File: config.mk
export PLATFORM = sky130hd
export DESIGN_NAME = cordic_sequencer_flat
export DESIGN_NICKNAME = d
export VERILOG_FILES = /design/src/rtl/cordic_sequencer_if.sv /design/src/rtl/cordic_sequencer.sv /design/src/flat_wrapper.sv
export SDC_FILE = /design/constraint.sdc
export NUM_CORES = 1
export LEC_CHECK = 0
export CORE_ASPECT_RATIO = 1.25
export CORE_UTILIZATION = 25
export CTS_CLUSTER_DIAMETER = 80
export CTS_CLUSTER_SIZE = 16
export DETAILED_ROUTE_END_ITERATION = 6
export RECOVER_POWER = 100
export REMOVE_ABC_BUFFERS = 1
export SYNTH_ARGS = -nofsm -noshare
export SYNTH_HDL_FRONTEND = slang
export SYNTH_SLANG_ARGS = --single-unit
File: constraint.sdc
create_clock -name clk -period 2 [get_ports clk]
set_clock_uncertainty 0.1 [all_clocks]
set_input_delay 0.2 -clock clk [delete_from_list [all_inputs] [get_ports clk]]
set_output_delay 0.2 -clock clk [all_outputs]
set_load 0.005 [all_outputs]
File: src/rtl/cordic_sequencer_if.sv
// Request/response handshake bundle for the CORDIC sequencer.
// The master side issues angle requests and consumes results.
// The slave side is the sequencer.
interface cordic_sequencer_if #(
  parameter int W = 16
);
  logic         in_valid;
  logic         in_ready;
  logic [W-1:0] in_angle;
  logic         out_valid;
  logic         out_ready;
  logic [W-1:0] out_x;
  logic [W-1:0] out_y;

  modport master (
    output in_valid, in_angle, out_ready,
    input  in_ready, out_valid, out_x, out_y
  );

  modport slave (
    input  in_valid, in_angle, out_ready,
    output in_ready, out_valid, out_x, out_y
  );
endinterface

File: src/rtl/cordic_sequencer.sv
// Upstream controller for the CORDIC iteration core.
// Each request is handled in a fixed sequence of steps:
//   1. Fold the full-circle angle into the first quadrant.
//   2. Clear the core, then pulse calc ITERS times.
//   3. Capture the core's x/y result.
//   4. Rotate that result back into the original quadrant.
//   5. Hold the result on a valid/ready output until it is taken.
module cordic_sequencer #(
  parameter int ITERS = 8,
  parameter int W     = 16
) (
  input  logic                 clk,
  input  logic                 rst,
  cordic_sequencer_if.slave    bus,
  output logic                 core_rst,
  output logic                 core_calc,
  output logic [W-1:0]         core_angle,
  input  logic [W-1:0]         core_x,
  input  logic [W-1:0]         core_y,
  output logic                 busy
);

  typedef enum logic [2:0] {IDLE, CLEAR, RUN, SETTLE, OUT} state_t;

  localparam logic [3:0]   LAST  = 4'(ITERS - 1);
  localparam logic [W-1:0] S_MIN = {1'b1, {(W-1){1'b0}}};
  localparam logic [W-1:0] S_MAX = {1'b0, {(W-1){1'b1}}};

  state_t       state, state_nxt;
  logic [3:0]   cnt;
  logic [1:0]   q;
  logic         accept;
  logic [W-1:0] fix_x, fix_y;

  // Two's-complement negate.
  // The most negative value clamps to the most positive one instead of wrapping.
  function automatic logic [W-1:0] neg_sat(input logic [W-1:0] v);
    return (v == S_MIN) ? S_MAX : (W'(0) - v);
  endfunction

  assign accept = bus.in_valid && (state == IDLE);

  // State register.
  // rst aborts whatever is in flight.
  always_ff @(posedge clk) begin
    if (rst) state <= IDLE;
    else     state <= state_nxt;
  end

  // Next-state logic and combinational handshake/core controls.
  // During rst the core is held in reset and calc is masked.
  always_comb begin
    state_nxt    = state;
    bus.in_ready = 1'b0;
    busy         = 1'b1;
    core_rst     = rst;
    core_calc    = 1'b0;
    case (state)
      IDLE: begin
        bus.in_ready = 1'b1;
        busy         = 1'b0;
        if (bus.in_valid) state_nxt = CLEAR;
      end
      CLEAR: begin
        core_rst  = 1'b1;
        state_nxt = RUN;
      end
      RUN: begin
        core_calc = !rst;
        if (cnt == LAST) state_nxt = SETTLE;
      end
      SETTLE: state_nxt = OUT;
      OUT: if (bus.out_ready) state_nxt = IDLE;
      default: state_nxt = IDLE;
    endcase
  end

  // Rotate the first-quadrant core result back by q quarter turns.
  always_comb begin
    fix_x = core_x;
    fix_y = core_y;
    case (q)
      2'd0: begin fix_x = core_x;          fix_y = core_y;          end
      2'd1: begin fix_x = neg_sat(core_y); fix_y = core_x;          end
      2'd2: begin fix_x = neg_sat(core_x); fix_y = neg_sat(core_y); end
      2'd3: begin fix_x = core_y;          fix_y = neg_sat(core_x); end
      default: ;
    endcase
  end

  // Datapath registers.
  // This block holds:
  //  - the quadrant and folded angle latched on accept,
  //  - the iteration counter,
  //  - the result registers.
  always_ff @(posedge clk) begin
    if (rst) begin
      cnt           <= '0;
      q             <= '0;
      core_angle    <= '0;
      bus.out_valid <= 1'b0;
      bus.out_x     <= '0;
      bus.out_y     <= '0;
    end else begin
      case (state)
        IDLE: begin
          cnt <= '0;
          if (accept) begin
            q          <= bus.in_angle[W-1:W-2];
            core_angle <= {2'b00, bus.in_angle[W-3:0]};
          end
        end
        RUN: cnt <= cnt + 4'd1;
        SETTLE: begin
          bus.out_x     <= fix_x;
          bus.out_y     <= fix_y;
          bus.out_valid <= 1'b1;
        end
        OUT: if (bus.out_ready) bus.out_valid <= 1'b0;
        default: ;
      endcase
    end
  end

endmodule

File: src/flat_wrapper.sv
// flat-port wrapper written by rule: the top's interface ports become plain ports
module cordic_sequencer_flat 
#(
  parameter int ITERS = 8,
  parameter int W     = 16
)
  (clk, rst, core_rst, core_calc, core_angle, core_x, core_y, busy, bus_in_valid, bus_in_angle, bus_out_ready, bus_in_ready, bus_out_valid, bus_out_x, bus_out_y);
  cordic_sequencer_if #(.W(W)) bus_i ();
  input  logic clk;
  input  logic rst;
  output logic core_rst;
  output logic core_calc;
  output logic [W-1:0] core_angle;
  input  logic [W-1:0] core_x;
  input  logic [W-1:0] core_y;
  output logic busy;
  input wire logic [$bits(bus_i.in_valid)-1:0] bus_in_valid;
  input wire logic [$bits(bus_i.in_angle)-1:0] bus_in_angle;
  input wire logic [$bits(bus_i.out_ready)-1:0] bus_out_ready;
  output wire logic [$bits(bus_i.in_ready)-1:0] bus_in_ready;
  output wire logic [$bits(bus_i.out_valid)-1:0] bus_out_valid;
  output wire logic [$bits(bus_i.out_x)-1:0] bus_out_x;
  output wire logic [$bits(bus_i.out_y)-1:0] bus_out_y;
  assign bus_i.in_valid = bus_in_valid;
  assign bus_i.in_angle = bus_in_angle;
  assign bus_i.out_ready = bus_out_ready;
  assign bus_in_ready = bus_i.in_ready;
  assign bus_out_valid = bus_i.out_valid;
  assign bus_out_x = bus_i.out_x;
  assign bus_out_y = bus_i.out_y;
  cordic_sequencer #(.ITERS(ITERS), .W(W)) u_core (.clk(clk), .rst(rst), .bus(bus_i), .core_rst(core_rst), .core_calc(core_calc), .core_angle(core_angle), .core_x(core_x), .core_y(core_y), .busy(busy));
endmodule
==> run summary, run 1 <==
clk sinks -> 56
Post-CTS Hold Fix Bufs -> 0
Worst Path Required -> 2.13 ns
Via-to-Cell Ratio -> 5.312
gr ovfl total -> 0
clock slew at reported path FFs -> 0.08 ns
final worst slack -> 0.0007976 ns
setup TNS -> 0 ns
Cell variety after synth -> 63
synth cell count leaders -> 92 x nand2_1, 56 x dfxtp_1, 55 x a21oi_1
RePlAce Congestion -> 0.9185
Rows -> 50
Final #Nets -> 745
Hold Crit Class -> primary input to register
period utilisation layout -> 99.96%
I/O Pins -> 105
area taken by multi-input logic gates -> 0.002621 mm^2
Final Slew Violations -> 0
count leader, synth -> nand2_1
# port buffers -> 102
Final Hold Viols -> 0
Worst Tran Pin Value -> 0.5040 ns
Synth top area share -> 29.26%
Crit Path Category -> primary input to register
status -> completed
Filler cells -> 1551
FMAX -> 500.2 MHz
Avg Synthesized Cell Area -> 7.382 um^2
area of the core -> 0.01495 mm^2
DRC viols -> 0
reg2reg setup slack -> 0.17 ns
max_slew headroom -> 66.32%
vias in the first global route -> 4650
sequential fraction of the synthesis area -> 29.26%
Syn-to-layout area delta -> 57.15%
Post-Synthesis Cells -> 519
clk buf depth -> 2
Setup crit start kind -> primary input
overall routing resource usage -> 18.64%
Worst-Skew Late Latency -> 0.30 ns
top cells by area, synth -> dfxtp_1 29%, nand2_1 9.0%, a21oi_1 7.2%, o21ai_0 3.9%, nor2_1 3.6%
Initial Util -> 25.62%
Worst R2R Path Depth -> 4
crit path time final -> 1.999 ns
DPL Wire Length -> 11460 um
Finished Layout Cells -> 873
Setup violations, final -> 0
largest net degree at the start of global routing -> 31
Pleak -> 2.464 nW
CTS tree -> done
DRT iter0 DRCs -> 340
Critical Path Fanout Max -> 4
Num CTS Buffers -> 5
global-route wire length before repair -> 23470 um
final WL -> 14910 um
DP Worst Slack -> -0.6977 ns
critical path capture point type -> register
Util after Layout -> 40.27%
Hold Crit Depth -> 4
synthesized cell area -> 0.003831 mm^2
post-route ant nets -> 0
drt wl/cell -> 17.08 um
PwrDens -> 491.6 mW/mm^2
Post-synth ARST share -> 0%
RSZ-0062 raised after global routing -> true
FF+latch count, synth -> 56
max_cap viols -> 0
htree depth -> 2
Die Y-Extent -> 140.4 um
# diodes -> 0
Vias -> 4637
VDD IR max -> 0.0002803 V
layout cells sized above 1 -> 26.19%
DR pass1 iterations -> 5
initial antenna violation count -> 0
WP data arrival -> 2.12 ns
top_reg_cell synth -> dfxtp_1
clk root buf -> clkbuf_16
placed insts -> 860
die width -> 112.7 um
Die Area -> 0.01583 mm^2
Post-synth EDFFs -> 0
Seq. cell area -> 0.001122 mm^2
cell taking the most area after synthesis -> dfxtp_1
Synth Warn # -> 0
[path summary, 6_finish.rpt]
kind                       start             endpoint
max                    core_x[1]  u_core.bus.out_x[8]
min                    core_y[2]  u_core.bus.out_y[2]
max reg2reg      u_core.state[0]  u_core.bus.out_x[1]
min reg2reg  u_core.bus.out_x[3]  u_core.bus.out_x[3]
[critical path, stage by stage]
cell	delay (ns)
dlygate4sd2_1	0.26
inv_2	0.09
ha_4	0.15
or4b_4	0.51
or4_4	0.47
a21oi_4	0.14
a21oi_1	0.08
o31ai_1	0.23
[cells in the final DEF, fill, tap and decap left out, drive strengths merged, types with 4 or more instances in the layout]
master | Yosys | final
buf | 13 | 106
nand2 | 92 | 92
dfxtp | 56 | 56
a21oi | 55 | 55
dlygate4sd3 | 0 | 48
nor2 | 37 | 37
clkdlybuf4s50 | 0 | 33
o21ai | 30 | 30
nor3 | 22 | 22
nand3 | 18 | 18
dlymetal6s2s | 0 | 13
clkbuf | 35 | 13
inv | 11 | 11
mux2i | 10 | 10
nor4 | 10 | 10
xnor2 | 8 | 8
o211ai | 8 | 8
mux2 | 7 | 7
nand4 | 7 | 7
o221ai | 7 | 7
xor2 | 6 | 6
a31oi | 6 | 6
a211oi | 5 | 5
a21o | 5 | 5
o22ai | 4 | 4
dlygate4sd2 | 0 | 4
nor3b | 4 | 4
or4 | 4 | 4
or3 | 4 | 4
[cell families (layout without fill, tap and decap cells)]
family	count (synthesis)	count (layout)	synth area share, %
adders and majority gates	3	3	0.9799
AOI/OAI and AO/OA	152	152	25.05
other	1	2	0.09788
and+or+nand+nor	214	214	27.20
muxes	20	20	6.434
buffers and inverters	59	230	7.773
xor gates and xnor gates	14	14	3.201
DFF	56	56	29.26
[layout make-up]
class                      instances  area share, %
inverter                          11         0.6858
sequential                        56          18.64
tap                              182          3.782
clock inverter                     1         0.1247
clock buffer                       7          2.369
timing repair buffer             211          30.86
multi-input combinational        405          43.54
[per-stage QoR]
stage          power [W]  hold slack (ns)  instance area [um^2]
2_1_floorplan   0.001525           0.1691                  3578
3_3_place_gp    0.002012           0.3396                  5620
3_5_place_dp    0.002026           0.3368                  5620
4_1_cts         0.002978           0.3467                  5878
5_1_grt         0.003091           0.2787                  6021
6_report        0.002960           0.2486                  6021
[what timing repair did]
item	4_1_cts	5_1_grt
pin swaps	13	17
buffers inserted	2	3
gates cloned	0	0
setup endpoints to repair	29	32
resized for setup	37	49
[state kept, by name, indices dropped and copies added (netlist names)]
signal                count
u_core.bus.out_x         16
u_core.bus.out_y         16
u_core.core_angle        14
u_core.cnt                4
u_core.state              3
u_core.q                  2
u_core.bus.out_valid      1
[per-layer routing]
metal	track usage, %	up-vias	wire (um)
met2	32.03	205	7225
met3	2.596	41	813
met4	11.02	0	681
met5	0	-	0
met1	21.96	2172	6190
li1	-	2219	-
[power breakdown]
part | switching [W] | total (W) | leakage [nW] | internal (W)
logic | 0.000428 | 0.000836 | 1.94 | 0.000408
registers | 0.0000298 | 0.00119 | 0.455 | 0.00116
clock network | 0.000434 | 0.000935 | 0.0701 | 0.000501
(Power assumes the default switching activity.)
==> run 2: changes to the inputs <==
==> constraint.sdc (replaced) <==
create_clock -name clk -period 1.7 [get_ports clk]
set_clock_uncertainty 0.1 [all_clocks]
set_input_delay 0.17 -clock clk [delete_from_list [all_inputs] [get_ports clk]]
set_output_delay 0.17 -clock clk [all_outputs]
set_load 0.005 [all_outputs]
==> run 2 against run 1 <==
Compared with the run above: the run now ends with negative setup slack left; critical path depth decreased by 1; register-to-register slack got worse by 0.14 ns; combinational power increased by 40%; first-iteration DRC count increased by 18%; final area increased by 12%; clock-buffer cell count decreased by 1; clock power increased by 14%; global-route usage increased by 1.5 points; die area unchanged; critical path type unchanged; largest power group unchanged.
==> run summary, run 2 (same netlist as run 1, synthesis figures left out) <==
status -> finished with violations (was completed)
failing checks -> negative setup slack
RSZ-0062 raised after global routing -> true (unchanged)
Setup crit start kind -> primary input (unchanged)
htree depth -> 2 (unchanged)
r2r endpoint -> u_core.bus.out_x[15] (was u_core.bus.out_x[1])
DRC viols -> 0 (unchanged)
M3 GR Usage -> 3.289% (was 2.596%)
sequential share of power -> 38.4% (was 40.2%)
clock slew at reported path FFs -> 0.08 ns (about the same)
Syn-to-layout area delta -> 75.47% (was 57.15%)
Final #Nets -> 805 (was 745)
max_slew headroom -> 62.94% (was 66.32%)
post-route ant nets -> 0 (unchanged)
global-route wire length before repair -> 24990 um (was 23470 um)
# port buffers -> 102 (unchanged)
GRT met1 Usage -> 22.36% (was 21.96%)
drt wl/cell -> 17.62 um (was 17.08 um)
overall routing resource usage -> 20.14% (was 18.64%)
CTS tree -> done (unchanged)
Die Area -> 0.01583 mm^2 (unchanged)
Hold Crit Class -> primary input to register (unchanged)
vias in the first global route -> 4904 (was 4650)
crit path time final -> 1.759 ns
CP top delay family -> simple AND/OR/NAND/NOR gates (unchanged)
initial antenna violation count -> 0 (unchanged)
max_cap viols -> 0 (unchanged)
# diodes -> 0 (unchanged)
Setup violations, final -> 7 (was 0)
largest net degree at the start of global routing -> 23 (was 31)
Final Hold Viols -> 0 (unchanged)
Comb pwr share -> 32.2% (was 28.2%)
Hold Startpoint -> core_x[0] (was core_y[2])
DRT iter0 DRCs -> 401 (was 340)
CP cell instances -> buf_8 > or4_4 > or2_4 > nor4_4 > xor2_1 > nor3_1 > o31a_1 (was dlygate4sd2_1 > inv_2 > ha_4 > or4b_4 > or4_4 > a21oi_4 > a21oi_1 > o31ai_1)
DR pass1 iterations -> 5 (unchanged)
WP data arrival -> 1.86 ns (was 2.12 ns)
CP max-delay cell -> or4_4 (was or4b_4)
final WL -> 16420 um (was 14910 um)
Int Power -> 0.002523 W (was 0.002068 W)
Pleak -> 2.774 nW (was 2.464 nW)
Worst R2R Path Depth -> 6 (was 4)
Hold Crit Depth -> 4 (unchanged)
Power Total -> 0.003638 W (was 0.002960 W)
Initial Util -> 25.62% (unchanged)
Vias -> 4985 (was 4637)
period utilisation layout -> 103.5%
CP peak stage delay -> 0.55 ns (was 0.51 ns)
PwrDens -> 541.1 mW/mm^2 (was 491.6 mW/mm^2)
Final Slew Violations -> 0 (unchanged)
clk root buf -> clkbuf_16 (unchanged)
commonest non-fill, non-tap cell in the layout -> buf_4 (unchanged)
Net Sw Frac -> 30.63% (was 30.13%)
VDD IR max -> 0.0003355 V (was 0.0002803 V)
Worst Path Required -> 1.80 ns (was 2.13 ns)
clock power share -> 29.4% (was 31.6%)
Crit Path Category -> primary input to register (unchanged)
RePlAce Congestion -> 0.9193 (was 0.9185)
Num CTS Buffers -> 5 (unchanged)
Via-to-Cell Ratio -> 5.349 (was 5.312)
M2 GR Usage -> 35.90% (was 32.03%)
Buffers & Inverters on Critical Path -> 1 (was 2)
sw power -> 0.001114 W (was 0.0008916 W)
reg2reg setup slack -> 0.03 ns (was 0.17 ns)
Reg2Reg Launch Point -> u_core.q[0] (was u_core.state[0])
clk buf depth -> 2 (unchanged)
FMAX -> 568.5 MHz
Fin Hold WS -> 0.2647 ns (was 0.2486 ns)
clk sinks -> 56 (unchanged)
Rows -> 50 (unchanged)
layout cells sized above 1 -> 38.93% (was 26.19%)
final worst slack -> -0.05888 ns (was 0.0007976 ns)
area of the core -> 0.01495 mm^2 (unchanged)
most frequent cells in the layout -> 146 x buf_4, 85 x nand2_1, 53 x dfxtp_1, 47 x a21oi_1, 47 x dlygate4sd3_1 (was 104 x buf_4, 90 x nand2_1, 55 x dfxtp_1, 51 x a21oi_1, 48 x dlygate4sd3_1)
critical path capture point type -> register (unchanged)
Worst Tran Pin Value -> 0.5511 ns (was 0.5040 ns)
I/O Pins -> 105 (unchanged)
Worst-Skew Late Latency -> 0.30 ns (about the same)
biggest regs -> u_core.bus.out_x: 16 flops, u_core.bus.out_y: 16 flops, u_core.core_angle: 14 flops (unchanged)
GR peak layer -> met2 (unchanged)
end of the worst hold path -> u_core.bus.out_y[0] (was u_core.bus.out_y[2])
Die Y-Extent -> 140.4 um (unchanged)
die width -> 112.7 um (unchanged)
gr ovfl total -> 0 (unchanged)
Critical Path Fanout Max -> 4 (unchanged)
Filler cells -> 1449 (was 1551)
DPL Wire Length -> 11690 um (was 11460 um)
## run 2: cell types whose count changed in the layout (fill, tap and decap cells not counted), moves of 5 or more
| cell | before | now |
|---|---|---|
| buf_4 | 104 | 146 |
| buf_2 | 0 | 7 |
| clkbuf_2 | 4 | 11 |
| clkdlybuf4s50_1 | 33 | 18 |
| dlygate4sd2_1 | 4 | 12 |
| o21ai_0 | 27 | 22 |
| nand2_1 | 90 | 85 |
| dlymetal6s2s_1 | 13 | 1 |
| buf_6 | 1 | 14 |
## run 2: layout make-up
type	count	area [um^2]	share of cell area [%]
multi-input combinational	405	2893	43.03
tap	182	227.7	3.387
clock inverter	1	8.758	0.1303
inverter	11	61.31	0.9120
clock buffer	6	138.9	2.066
timing repair buffer	271	2268	33.74
sequential	56	1125	16.73
## run 2: worst max-delay path by stage
| stage | from | end | slack [ns] | depth (start not counted) |
|---|---|---|---|---|
| 2_1_floorplan | u_core.q[0] | u_core.bus.out_x[13] | -0.80 | 5 |
| 3_3_place_gp | core_x[0] | u_core.bus.out_x[8] | -0.88 | 8 |
| 6_report | core_y[0] | u_core.bus.out_y[15] | -0.06 | 7 |
| 4_1_cts | core_x[1] | u_core.bus.out_x[8] | -0.1 | 8 |
| 5_1_grt | core_x[0] | u_core.bus.out_x[8] | -0.13 | 8 |
| 3_5_place_dp | core_x[1] | u_core.bus.out_x[8] | -0.95 | 8 |
## run 2: repair_timing
action | 4_1_cts | 5_1_grt
resized for setup | 155 | 83
endpoints found under the hold margin | 0 | 0
endpoints found under the setup margin | 36 | 28
buffers inserted | 39 | 8
pin swaps | 37 | 35
hold buffers | 0 | 0
## run 2: worst reg2reg max path: cells and delay by family, from the launching register on
kind | cells | cell delay, ns
flip-flops | 1 | 0.42
AO/OA/AOI/OAI | 3 | 0.46
buffers and inverters | 2 | 0.32
AND/OR/NAND/NOR | 1 | 0.31
## run 2: routing by layer
metal,wire length (um),vias to the layer above
met2,8197,214
li1,-,2344
met3,918,57
met5,0,-
met4,773,0
met1,6531,2370
## run 2: power groups by stage
stage	clock network (W)	logic (W)	registers (W)
floorplan	0	0.000335	0.00146
global placement	0	0.000991	0.00142
detailed placement	0	0.00101	0.00143
CTS	0.00112	0.00111	0.00140
global route	0.00117	0.00126	0.00140
finish	0.00107	0.00117	0.00140
## run 2: through the flow
| stage | setup TNS (ns) | cell area (um^2) | util (%) | cells | worst slack (ns) |
|---|---|---|---|---|---|
| 2_1_floorplan | -16.41 | 3578 | - | 472 | -0.7991 |
| 3_3_place_gp | -22.52 | 5768 | 38.58 | 878 | -0.8839 |
| 3_5_place_dp | -23.55 | 5768 | 38.58 | 878 | -0.9473 |
| 4_1_cts | -0.1241 | 6460 | 43.21 | 924 | -0.09608 |
| 5_1_grt | -2.257 | 6723 | 44.96 | 932 | -0.1274 |
| 6_report | -0.2679 | 6723 | 44.96 | 932 | -0.05888 |
